## src/rtl/time_set_pkg.sv

```systemverilog
// Shared constants for the serial time-setting receiver: ASCII codes of the
// "MM:SS" frame, receiver and parser state encodings, and a range helper.
// Optional feature macro: TIMESET_PARITY_EN (8E1 framing with even parity).
package time_set_pkg;

    localparam logic [7:0] CH_0     = 8'h30;
    localparam logic [7:0] CH_5     = 8'h35;
    localparam logic [7:0] CH_9     = 8'h39;
    localparam logic [7:0] CH_COLON = 8'h3A;
    localparam logic [7:0] CH_CR    = 8'h0D;
    localparam logic [7:0] CH_LF    = 8'h0A;

    typedef logic [2:0] rx_state_t;
    localparam rx_state_t RX_IDLE   = 3'd0;
    localparam rx_state_t RX_START  = 3'd1;
    localparam rx_state_t RX_DATA   = 3'd2;
    localparam rx_state_t RX_PARITY = 3'd3;
    localparam rx_state_t RX_STOP   = 3'd4;

    typedef logic [2:0] parse_state_t;
    localparam parse_state_t P_M10 = 3'd0;
    localparam parse_state_t P_M1  = 3'd1;
    localparam parse_state_t P_COL = 3'd2;
    localparam parse_state_t P_S10 = 3'd3;
    localparam parse_state_t P_S1  = 3'd4;
    localparam parse_state_t P_END = 3'd5;

    function automatic logic in_range(input logic [7:0] b,
                                      input logic [7:0] lo,
                                      input logic [7:0] hi);
        return (b >= lo) && (b <= hi);
    endfunction

endpackage

```

## src/rtl/uart_rx_byte.sv

```systemverilog
// Byte receiver: two-flop synchronizer plus previous-sample register, bit
// timer and receive FSM. Emits a one-cycle valid with the byte, or a
// one-cycle err when the stop bit (or, with TIMESET_PARITY_EN, the even
// parity bit) is wrong; a failed byte is never presented as valid.
module uart_rx_byte
    import time_set_pkg::*;
#(
    parameter int DIV = 434
)
(
    input  logic       clk,
    input  logic       rst,
    input  logic       rxd,
    output logic       valid,
    output logic [7:0] data,
    output logic       err
);

    localparam int CW = (DIV > 2) ? $clog2(DIV) : 1;
    localparam logic [CW-1:0] FULL    = CW'(DIV - 1);
    localparam logic [CW-1:0] HALF    = CW'(DIV / 2 - 1);
    localparam logic [CW-1:0] CNT_ONE = CW'(1);

    logic            sync1;
    logic            sync2;
    logic            prev;
    rx_state_t       state;
    logic [CW-1:0]   cnt;
    logic [2:0]      bitcnt;
    logic [7:0]      shift;
`ifdef TIMESET_PARITY_EN
    logic            perr;
`endif

    // Bring the asynchronous line into the clock domain and keep one older sample for edge detection
    always_ff @(posedge clk) begin
        if (!rst) begin
            sync1 <= 1'b0;
            sync2 <= 1'b0;
            prev  <= 1'b0;
        end else begin
            sync1 <= rxd;
            sync2 <= sync1;
            prev  <= sync2;
        end
    end

    // Receive FSM: find the start edge, verify it mid-bit, then sample each bit once per bit period
    always_ff @(posedge clk) begin
        if (!rst) begin
            state  <= RX_IDLE;
            cnt    <= '0;
            bitcnt <= 3'd0;
            shift  <= 8'h00;
            data   <= 8'h00;
            valid  <= 1'b0;
            err    <= 1'b0;
`ifdef TIMESET_PARITY_EN
            perr   <= 1'b0;
`endif
        end else begin
            valid <= 1'b0;
            err   <= 1'b0;
            case (state)
                RX_IDLE: begin
                    cnt <= '0;
                    if (!sync2 && prev) begin
                        state <= RX_START;
                    end
                end
                RX_START: begin
                    if (cnt == HALF) begin
                        cnt <= '0;
                        if (sync2) begin
                            state <= RX_IDLE;
                        end else begin
                            state  <= RX_DATA;
                            bitcnt <= 3'd0;
                        end
                    end else begin
                        cnt <= cnt + CNT_ONE;
                    end
                end
                RX_DATA: begin
                    if (cnt == FULL) begin
                        cnt    <= '0;
                        shift  <= {sync2, shift[7:1]};
                        bitcnt <= bitcnt + 3'd1;
                        if (bitcnt == 3'd7) begin
`ifdef TIMESET_PARITY_EN
                            state <= RX_PARITY;
`else
                            state <= RX_STOP;
`endif
                        end
                    end else begin
                        cnt <= cnt + CNT_ONE;
                    end
                end
`ifdef TIMESET_PARITY_EN
                RX_PARITY: begin
                    if (cnt == FULL) begin
                        cnt   <= '0;
                        perr  <= (^shift) ^ sync2;
                        state <= RX_STOP;
                    end else begin
                        cnt <= cnt + CNT_ONE;
                    end
                end
`endif
                RX_STOP: begin
                    if (cnt == FULL) begin
                        cnt   <= '0;
                        state <= RX_IDLE;
`ifdef TIMESET_PARITY_EN
                        if (!sync2 || perr) begin
`else
                        if (!sync2) begin
`endif
                            err <= 1'b1;
                        end else begin
                            valid <= 1'b1;
                            data  <= shift;
                        end
                    end else begin
                        cnt <= cnt + CNT_ONE;
                    end
                end
                default: begin
                    state <= RX_IDLE;
                    cnt   <= '0;
                end
            endcase
        end
    end

endmodule

```

## src/rtl/time_set_rx.sv

```systemverilog
// Serial time-setting input for the MM:SS clock. Parses "MM:SS" followed by
// CR or LF from the UART byte stream and presents BCD digits with a
// one-cycle load strobe; any bad byte produces a one-cycle err strobe and
// restarts the frame. Optional macro: TIMESET_PARITY_EN (8E1 framing).
module time_set_rx
    import time_set_pkg::*;
#(
    parameter int CLK_HZ = 50_000_000,
    parameter int BAUD   = 115200
)
(
    input  logic       clk,
    input  logic       rst,
    input  logic       rxd,
    output logic       load,
    output logic [2:0] minh,
    output logic [3:0] minl,
    output logic [2:0] sech,
    output logic [3:0] secl,
    output logic       err
);

    localparam int DIV = CLK_HZ / BAUD;

    logic         rx_valid;
    logic [7:0]   rx_data;
    logic         rx_err;
    parse_state_t pstate;
    logic         accept;
    logic [2:0]   m10;
    logic [3:0]   m1;
    logic [2:0]   s10;
    logic [3:0]   s1;

    uart_rx_byte #(
        .DIV (DIV)
    ) u_rx (
        .clk   (clk),
        .rst   (rst),
        .rxd   (rxd),
        .valid (rx_valid),
        .data  (rx_data),
        .err   (rx_err)
    );

    // Decide whether the received byte is legal for the current frame position
    always_comb begin
        accept = 1'b0;
        case (pstate)
            P_M10, P_S10: accept = in_range(rx_data, CH_0, CH_5);
            P_M1,  P_S1:  accept = in_range(rx_data, CH_0, CH_9);
            P_COL:        accept = (rx_data == CH_COLON);
            P_END:        accept = (rx_data == CH_CR) || (rx_data == CH_LF);
            default:      accept = 1'b0;
        endcase
    end

    // Frame parser: collect digits into shadow registers and publish them all at once on the terminator
    always_ff @(posedge clk) begin
        if (!rst) begin
            pstate <= P_M10;
            load   <= 1'b0;
            err    <= 1'b0;
            m10    <= 3'd0;
            m1     <= 4'd0;
            s10    <= 3'd0;
            s1     <= 4'd0;
            minh   <= 3'd0;
            minl   <= 4'd0;
            sech   <= 3'd0;
            secl   <= 4'd0;
        end else begin
            load <= 1'b0;
            err  <= 1'b0;
            if (rx_err) begin
                err    <= 1'b1;
                pstate <= P_M10;
            end else if (rx_valid) begin
                if (!accept) begin
                    err    <= 1'b1;
                    pstate <= P_M10;
                end else begin
                    case (pstate)
                        P_M10: begin
                            m10    <= rx_data[2:0];
                            pstate <= P_M1;
                        end
                        P_M1: begin
                            m1     <= rx_data[3:0];
                            pstate <= P_COL;
                        end
                        P_COL: begin
                            pstate <= P_S10;
                        end
                        P_S10: begin
                            s10    <= rx_data[2:0];
                            pstate <= P_S1;
                        end
                        P_S1: begin
                            s1     <= rx_data[3:0];
                            pstate <= P_END;
                        end
                        P_END: begin
                            load   <= 1'b1;
                            minh   <= m10;
                            minl   <= m1;
                            sech   <= s10;
                            secl   <= s1;
                            pstate <= P_M10;
                        end
                        default: begin
                            pstate <= P_M10;
                        end
                    endcase
                end
            end
        end
    end

endmodule

```

## config.mk

```make
export PLATFORM = sky130hd
export DESIGN_NAME = time_set_rx
export DESIGN_NICKNAME = d
export VERILOG_FILES = /design/src/rtl/time_set_pkg.sv /design/src/rtl/uart_rx_byte.sv /design/src/rtl/time_set_rx.sv
export SDC_FILE = /design/constraint.sdc
export NUM_CORES = 1
export LEC_CHECK = 0
export ABC_CLOCK_PERIOD_IN_PS = 1750
export CORE_MARGIN = 8
export CORE_UTILIZATION = 37
export CTS_CLUSTER_DIAMETER = 50
export DETAILED_ROUTE_END_ITERATION = 7
export MAX_ROUTING_LAYER = met4
export SETUP_SLACK_MARGIN = 0.2
export SLEW_MARGIN = 20
export SYNTH_ARGS = -nofsm -noshare
export SYNTH_HDL_FRONTEND = slang
export SYNTH_SLANG_ARGS = --single-unit
```

## constraint.sdc

```tcl
create_clock -name clk -period 1.75 [get_ports clk]
set_input_delay 0.35 -clock clk [delete_from_list [all_inputs] [get_ports clk]]
set_output_delay 0.35 -clock clk [all_outputs]
set_load 0.1 [all_outputs]
```

### After elaboration in Yosys (flattened, before gate mapping)

Cells that the tools add are included.

| storage, ports and cells | value |
|---|---|
| memories | 0 |
| latch bits | 0 |
| RAM bits | 0 |
| input port bits | 3 |
| word-level logic and storage cells | 96 |
| bits in read-only memories | 0 |
| output and inout bits | 16 |
| flip-flop bits (word level) | 69 |

| cells by class | value |
|---|---|
| add/subtract/negate cells | 2 |
| bitwise gates (word level) | 4 |
| $lt $le $gt $ge | 3 |
| div/mod/pow operators | 0 |
| $mul | 0 |
| eq/ne operators | 20 |
| mux-type cells | 23 |
| shift-type cells | 0 |
| reductions and logical operators | 23 |

Operators by type and width:

| kind | count |
|---|---|
| $mux W3 | 9 |
| $reduce_and A4 Y1 | 6 |
| $mux W9 | 2 |
| $pmux W9 S2 | 1 |
| $eq A8 B4 Y1 const B | 2 |
| $le A8 B6 Y1 const B | 2 |
| $pmux W3 S5 | 1 |
| $eq A3 B3 Y1 const B | 4 |
| $pmux W3 S4 | 1 |
| $ne A2 B1 Y1 const B | 5 |
| $add A9 B1 Y9 const B | 1 |
| $eq A3 B2 Y1 const B | 3 |
| $eq A9 B8 Y1 const B | 1 |
| $eq A9 B9 Y1 const B | 1 |
| $eq A8 B6 Y1 const B | 1 |
| $ge A8 B6 Y1 const B | 1 |
| $reduce_or A2 Y1 | 4 |
| $eq A3 B1 Y1 const B | 2 |
| $logic_not A3 Y1 | 2 |
| $mux W1 | 6 |
| $pmux W3 S2 | 1 |
| $reduce_and A3 Y1 | 2 |
| $reduce_and A5 Y1 | 1 |
| $not A1 Y1 | 4 |
| other kinds (10) | 12 |

### Depth between registers and ports, before layout

Gate-level depths: netlist (run 1).

| depth | value |
|---|---|
| word-level depth | 6 |
| mapped depth | 9 |
| gate-level depth less buffers | 7 |

### By module

A second synthesis (run 1) with hierarchy kept.

| second synthesis, totals | value |
|---|---|
| cell total of the unflattened synthesis | 338 |
| area, all modules | 3,240.6 um2 |

By module, submodules not included:

| module | instances | seq. area each (um2) | area an instance (um2) | cells each |
|---|---|---|---|---|
| uart_rx_byte | 1 | 720.7 | 1,771.7 | 189 |
| time_set_rx | 1 | 660.6 | 1,468.9 | 149 |

### Worst setup path after synthesis (run 1)

Ideal clock, no wire load.

| path | value |
|---|---|
| kind | register to register |
| from | reg u_rx.cnt[1] |
| to | reg u_rx.bitcnt[2] |
| cell stages (with the launch flop) | 10 |
| arrival time | 1,584 ps |
| library setup time | 128 ps |
| path buffers | 2 |
| path slack | 38 ps |
| data required time | 1,622 ps |
| period minus slack after synthesis | 1,712 ps |
| cells stage by stage | dfxtp_1 > inv_1 > ha_1 > and4bb_1 > and3_1 > buf_2 > and2_1 > buf_2 > a22oi_1 > nor2_1 |

| between the ends | value |
|---|---|
| longest elaborated chain between the ends | 3 |
| elaborated cells on any way between the ends | 5 |
| those cells by class | 4 x eq/ne; 1 x reduce/logical |

RTL lines:

| item | RTL line | text |
|---|---|---|
| from (decl) | uart_rx_byte.sv:28 | `logic [CW-1:0] cnt;` |
| from (signal assigned) | uart_rx_byte.sv:81 | `cnt <= cnt + CNT_ONE;` |
| from (signal assigned) | uart_rx_byte.sv:97 | `cnt <= cnt + CNT_ONE;` |
| from (signal assigned) | uart_rx_byte.sv:126 | `cnt <= cnt + CNT_ONE;` |
| $eq A9 B9 Y1 / $eq A9 B8 Y1 (equally long branches) | uart_rx_byte.sv:85, uart_rx_byte.sv:72 |  |
| $ne A2 B1 Y1 (no source line) | -- |  |
| $reduce_and A4 Y1 (no source line) * | -- |  |
| to (signal assigned) | uart_rx_byte.sv:88 | `bitcnt <= bitcnt + 3'd1;` |
| to (decl) | uart_rx_byte.sv:29 | `logic [2:0] bitcnt;` |

Every way passes the cells marked *; elsewhere a longest branch is shown, timed or not.
A chain may end at the register's enable or synchronous reset.

### Final worst setup path (run 1)

| path | value |
|---|---|
| from | reg u_rx.cnt[0] |
| to | reg u_rx.bitcnt[2] |

The elaborated chain is that of the path after synthesis.

==> results.cfg, run 1 <==
[status]
status = completed

[sta]
setup_slack_ns = 0.1520
final-max-slew-violation-count = 0
period_share = 0.9131
period_minus_slack_ns = 1.598
fin_tns_setup_ns = 0
tightest_slew_ns = 0.3420
timing_hold_violations_final = 0
finalClockSkew_ns = 0.01066
relSlewSlack = 0.7720
fmax_ghz = 0.6258
setup_violations = 0
rsz0062_at_grt = true

[floorplanning]
fp-row-count = 32
die_x_um = 105.3
top_level_ports = 19
core-area_um2 = 7727
fp.dieH_um = 105.3
die-area_um2 = 11080
start_util = 0.3815

[synth]
ys.flop_type = dfxtp_1
synth-edff-count = 0
syn_area_um2 = 2948
synth.distinct_cells = 50
synthTopCellsByArea = dfxtp_1 (47%), mux2i_1 (12%), nand2_1 (6.5%), nor2_1 (4.3%), a21oi_1 (2.5%)
seq_area_frac_synth = 0.4686
ys_warn_count = 0
syn_nets = 320
synth_largest_area_cell = dfxtp_1
synthArstFlopShare = 0
synth-seq-cells = 69
avgSynthCellArea_um2 = 9.448
synth_top_cell_area_share = 0.4686
synthCells = 312

[cts]
cts.clk_slew.worst_paths_ns = 0.08
cts_tree = built
cts-buffers-inserted = 9
ctsHoldBuffers = 0
clock_path_buffers = 2
htreeDepth = 3
cts-root-buf = clkbuf_8
insertion_delay_ns = 0.33
clock-sinks = 69

[power_and_ir_drop]
leakage_nw = 1.613
worst_ir_drop_vdd_mv = 0.5167
p_per_area_nw_per_um2 = 800.0

[global_route]
grt_pass1_vias = 2041
grtUsageTotal = 0.1081
grt_overflow = 0
grt_pass1_wl_um = 9694
antenna_found_initial = 0
grt_max_degree = 34

[worst_setup_path]
reg2reg_slack_ns = 0.15
r2r_cells = 8
critPathMaxFanout = 3
cp_slowest_cell = dfxtp_4
slowest_delay_ns = 0.37
critical_path_class = flop to flop
path_buf_inv = 2
cp_top_family = simple AND/OR/NAND/NOR gates
cp-end-kind = flop
crit_required_ns = 1.96
start_kind = flop
cp_cell_sequence = inv_4, ha_4, nand4b_1, buf_4, nor4bb_4, a21oi_2, a22oi_2, nor2_1
rr_startpoint = u_rx.cnt[0]
worstPathArrival_ns = 1.81
regToRegEndpoint = u_rx.bitcnt[2]

[finish]
layout_common_cells = dfxtp_1 (62), nand2_1 (51), mux2i_1 (36), nor2_1 (33), buf_4 (21)
final_common_cell = dfxtp_1
drive_above_1_share = 0.2606
antenna_cells = 0
finalNetCount = 356
synthToLayoutAreaGrowth_pct = 32.00

[min_path]
holdPathStages = 1
min_path_type = flop to flop
hold_path_end = u_rx.sync2
min_from = u_rx.sync1

[drt]
ant_nets = 0
vias_per_cell = 4.879
drc = 0
first_iter_violations = 52
dr.pass1.iters = 4
num_vias = 2220
drt-total-wl_um = 5735
routedWlPerCell_um = 12.60

[place]
place_congestion = 0.7707
post-place-ws_ns = 0.03332
dp_hpwl_um = 3883
io_buffers = 18

[run]
max_cap_viol_count = 0
[stage by stage]
step / total power (W) / instance area, um^2 / instances / hold slack [ns] / util
final: 0.003113 / 3891 / 455 / 0.4264 / 0.5036
after detailed placement: 0.001670 / 3455 / 428 / 0.4179 / 0.4471
after floorplan: 0.001646 / 2978 / 312 / 0.4119 / -
after global routing: 0.003237 / 3891 / 455 / 0.4506 / 0.5036
after global placement: 0.001670 / 3455 / 428 / 0.4153 / 0.4471
after CTS: 0.003154 / 3787 / 452 / 0.4289 / 0.4901
[where the power goes]
| group | total, W | switching (W) | internal (W) |
|---|---|---|---|
| clock network | 0.00147 | 0.000621 | 0.000854 |
| logic | 0.0000643 | 0.0000386 | 0.0000257 |
| registers | 0.00157 | 0.00000331 | 0.00157 |
[state kept, by name (all words and copies together), names as in the netlist, 3 cells and up]
name,count
m10,3
u_rx.data,8
s10,3
u_rx.state,3
s1,4
secl,4
u_rx.cnt,9
minl,4
u_rx.bitcnt,3
sech,3
pstate,3
minh,3
u_rx.shift,8
m1,4
[worst max path at each step]
| stage | startpoint | end | slack [ns] | depth (start not counted) |
|---|---|---|---|---|
| after CTS | u_rx.cnt[1] | u_rx.cnt[8] | 0.18 | 8 |
| after global placement | u_rx.cnt[1] | u_rx.data[2] | 0.08 | 7 |
| after floorplan | u_rx.cnt[1] | u_rx.bitcnt[2] | 0.17 | 9 |
| final | u_rx.cnt[0] | u_rx.bitcnt[2] | 0.15 | 8 |
| after global routing | u_rx.cnt[0] | u_rx.bitcnt[2] | 0.03 | 8 |
| after detailed placement | u_rx.cnt[1] | u_rx.data[2] | 0.03 | 7 |
[cell type report]
cell class,count,area [um^2]
Fill cell,696,3836
Multi-Input combinational cell,221,1570
Sequential cell,69,1395
Timing Repair Buffer,42,543.0
Clock buffer,10,137.6
Tap cell,102,127.6
Clock inverter,6,93.84
Inverter,5,23.77
[cells in the mapped netlist (2+ instances only)]
cell type	number
a21oi_1	15
a22oi_1	3
and2_1	4
and3_1	4
and4bb_1	2
buf_2	5
buf_4	3
clkbuf_1	8
dfxtp_1	69
ha_1	5
inv_1	5
mux2i_1	36
nand2_1	51
nand2b_1	3
nand3_1	11
nand3_2	3
nand4_1	2
nand4b_1	2
nor2_1	34
nor2b_1	4
nor3_1	4
nor3b_1	4
nor4_1	2
nor4bb_1	2
xnor2_1	5
xor2_1	2
[what timing repair did]
action,CTS,global route
buffers inserted,7,3
setup endpoints to repair,61,54
pin swaps,3,6
resized for setup,15,14
gates cloned,1,0
[cell families (layout without fill, tap and decap cells)]
group | count (synthesis) | in the layout | share of synthesized area
buffers and inverters | 22 | 63 | 0.03650
xor gates and xnor gates | 8 | 8 | 0.02632
DFF | 69 | 69 | 0.4686
AOI/OAI and AO/OA | 33 | 33 | 0.08362
muxes | 36 | 36 | 0.1222
adders and majority gates | 5 | 5 | 0.02122
and+or+nand+nor | 139 | 139 | 0.2415
[routing by layer]
metal / global-route usage / up-vias / wire (um)
met1: 0.1364 / 1037 / 2792
met5: - / - / 0
met3: 0.03045 / 2 / 212
li1: - / 1147 / -
met2: 0.1551 / 34 / 2694
met4: 0.05199 / 0 / 36
No activity file was read; power rests on OpenSTA's default activity.
==> run 2: changes to the inputs <==
--- a/config.mk
+++ b/config.mk
@@ -8,7 +8,6 @@
 export ABC_CLOCK_PERIOD_IN_PS = 1750
 export CORE_MARGIN = 8
 export CORE_UTILIZATION = 37
-export CTS_CLUSTER_DIAMETER = 50
 export DETAILED_ROUTE_END_ITERATION = 7
 export MAX_ROUTING_LAYER = met4
 export SETUP_SLACK_MARGIN = 0.2
==> results of run 2 <==
No change in the layout: final DEF, timing and power equal those of run 1.
==> run 3: changes to the inputs <==
--- a/config.mk
+++ b/config.mk
@@ -5,11 +5,12 @@
 export SDC_FILE = /design/constraint.sdc
 export NUM_CORES = 1
 export LEC_CHECK = 0
-export ABC_CLOCK_PERIOD_IN_PS = 1750
+export ABC_CLOCK_PERIOD_IN_PS = 1300
 export CORE_MARGIN = 8
 export CORE_UTILIZATION = 37
 export DETAILED_ROUTE_END_ITERATION = 7
 export MAX_ROUTING_LAYER = met4
+export PLACE_DENSITY_LB_ADDON = 0.08
 export SETUP_SLACK_MARGIN = 0.2
 export SLEW_MARGIN = 20
 export SYNTH_ARGS = -nofsm -noshare
==> constraint.sdc (replaced) <==
create_clock -name clk -period 1.3 [get_ports clk]
set_input_delay 0.26 -clock clk [delete_from_list [all_inputs] [get_ports clk]]
set_output_delay 0.26 -clock clk [all_outputs]
set_load 0.1 [all_outputs]
==> run 3 against run 2 <==
The flow now finishes with violations (setup timing); combinational power is 82% higher; critical path type unchanged; critical path depth down 1; register-to-register slack worse by 0.39 ns; clock power increased by 18%; sequential cell count unchanged; worst setup slack lost 0.39 ns; fmax grew 4.0%.
==> results.cfg, run 3 (same netlist as run 1, synthesis figures left out) <==
[finish]
finalNetCount = 405
layout_common_cells = buf_4 (62), nand2_1 (51), dfxtp_1 (44), mux2i_1 (36), nor2_1 (31)
largest_reg_flops = 9
antenna_cells = 0
final_core_util = 0.5740
regArea_um2 = 1420
drive_above_1_share = 0.4279
multi_input_area_um2 = 1704
final_common_cell = buf_4
synthToLayoutAreaGrowth_pct = 50.47
fillers = 705
reg_top3 = u_rx.cnt (9), u_rx.data (8), u_rx.shift (8)
top_register = u_rx.cnt

[cts]
clock-sinks = 69
clock_path_buffers = 2
cts.clk_slew.worst_paths_ns = 0.08
cts-buffers-inserted = 9
insertion_delay_ns = 0.34
cts_tree = built
htreeDepth = 3
cts-root-buf = clkbuf_8

[sta]
final-max-slew-violation-count = 0
tightest_slew_ns = 0.4537
finalClockSkew_ns = 0.01226
setup_violations = 66
relSlewSlack = 0.6971
rsz0062_at_grt = true
setup_slack_ns = -0.2361
period_share = 1.182
fmax_ghz = 0.6510
timing_hold_violations_final = 0
period_minus_slack_ns = 1.536

[power_and_ir_drop]
power_w = 0.003962
p_switching_w = 0.0009011
swShare = 0.2275
seqPwrFrac = 0.534
p_per_area_nw_per_um2 = 893.2
worst_ir_drop_vdd_mv = 0.5316
leakage_nw = 1.897
clkPwrFrac = 0.436
p_int_w = 0.003061
comb_power_share = 0.029

[floorplanning]
top_level_ports = 19
core-area_um2 = 7727
start_util = 0.3815
die_x_um = 105.3
fp.dieH_um = 105.3
fp-row-count = 32
die-area_um2 = 11080

[run]
max_cap_viol_count = 0

[global_route]
grt_pass1_vias = 2357
grt_overflow = 0
grt_max_degree = 18
grt_pass1_wl_um = 11370
grtUsageTotal = 0.1303
antenna_found_initial = 0

[worst_setup_path]
start_kind = flop
cp-end-kind = flop
critical_path_class = flop to flop
worstPathArrival_ns = 1.77
critPathMaxFanout = 8
crit_start = u_rx.cnt[1]
crit_required_ns = 1.53
rr_startpoint = u_rx.cnt[1]

[status]
violations = setup timing
status = finished with violations

[drt]
num_vias = 2378
first_iter_violations = 52
routedWlPerCell_um = 12.76
vias_per_cell = 4.718
drt-total-wl_um = 6429
dr.pass1.iters = 4
ant_nets = 0
drc = 0

[min_path]
min_from = u_rx.sync1
min_path_type = flop to flop

[place]
io_buffers = 18
place_congestion = 0.7893
dp_hpwl_um = 4653
[run 3: cell types whose count changed in the layout (fill, tap and decap cells not counted), moves of 3 or more]
| cell | delta |
|---|---|
| buf_4 | +41 |
| dfxtp_1 | -18 |
| dfxtp_2 | +17 |
| buf_6 | +5 |
| nand3_4 | +4 |
| buf_12 | +3 |
[run 3: cell type report]
| cell class | count | area share |
|---|---|---|
| inverters | 5 | 0.005360 |
| clock inverters | 7 | 0.01664 |
| flip-flops and latches | 69 | 0.3202 |
| well taps | 102 | 0.02877 |
| multi-input cells | 222 | 0.3842 |
| repair buffers | 90 | 0.2169 |
| clock buffers | 9 | 0.02793 |
[run 3: through the flow]
step,area (um^2),worst slack [ns],hold slack [ns],instances,TNS [ns]
2_1_floorplan,3083,-0.2766,0.3873,312,-9.421
3_3_place_gp,3964,-0.3616,0.4285,478,-17.41
3_5_place_dp,3964,-0.3596,0.4326,478,-18.82
4_1_cts,4394,-0.2362,0.4515,502,-11.02
5_1_grt,4436,-0.3583,0.4573,504,-16.32
6_report,4436,-0.2361,0.4464,504,-11.09
[run 3: power groups by stage]
stage	logic (W)	registers (W)	clock network [W]
global placement	0.000113	0.00217	0
global route	0.000129	0.00212	0.00190
floorplan	0.0000467	0.00217	0
finish	0.000117	0.00212	0.00173
detailed placement	0.000113	0.00217	0
CTS	0.000118	0.00212	0.00180
[run 3: worst paths after layout]
check	to	slack (ns)	cells after the start
max	u_rx.data[2]	-0.24	7
min	u_rx.sync2	0.45	1
max reg2reg	u_rx.data[2]	-0.24	7
min reg2reg	u_rx.sync2	0.45	1
[run 3: worst max-delay path, stage by stage (launching register included)]
cell and delay (ns):
dfxtp_2 0.34, inv_4 0.08, ha_4 0.12, and4bb_1 0.21
and3_4 0.23, nand4_4 0.19, mux2i_1 0.20, nor2_1 0.06
[run 3: repair_timing]
item                                    4_1_cts  5_1_grt
pin swaps                                    15        7
hold buffers                                  0        0
endpoints found under the setup margin       82       82
gates resized for setup                      37        8
gates cloned                                  1        0
buffers inserted                              7        2
[run 3: metal layers]
metal	wire length (um)	GRT usage
met5	0	-
met4	104	0.06218
met3	220	0.04080
met2	3046	0.2010
met1	3058	0.1508
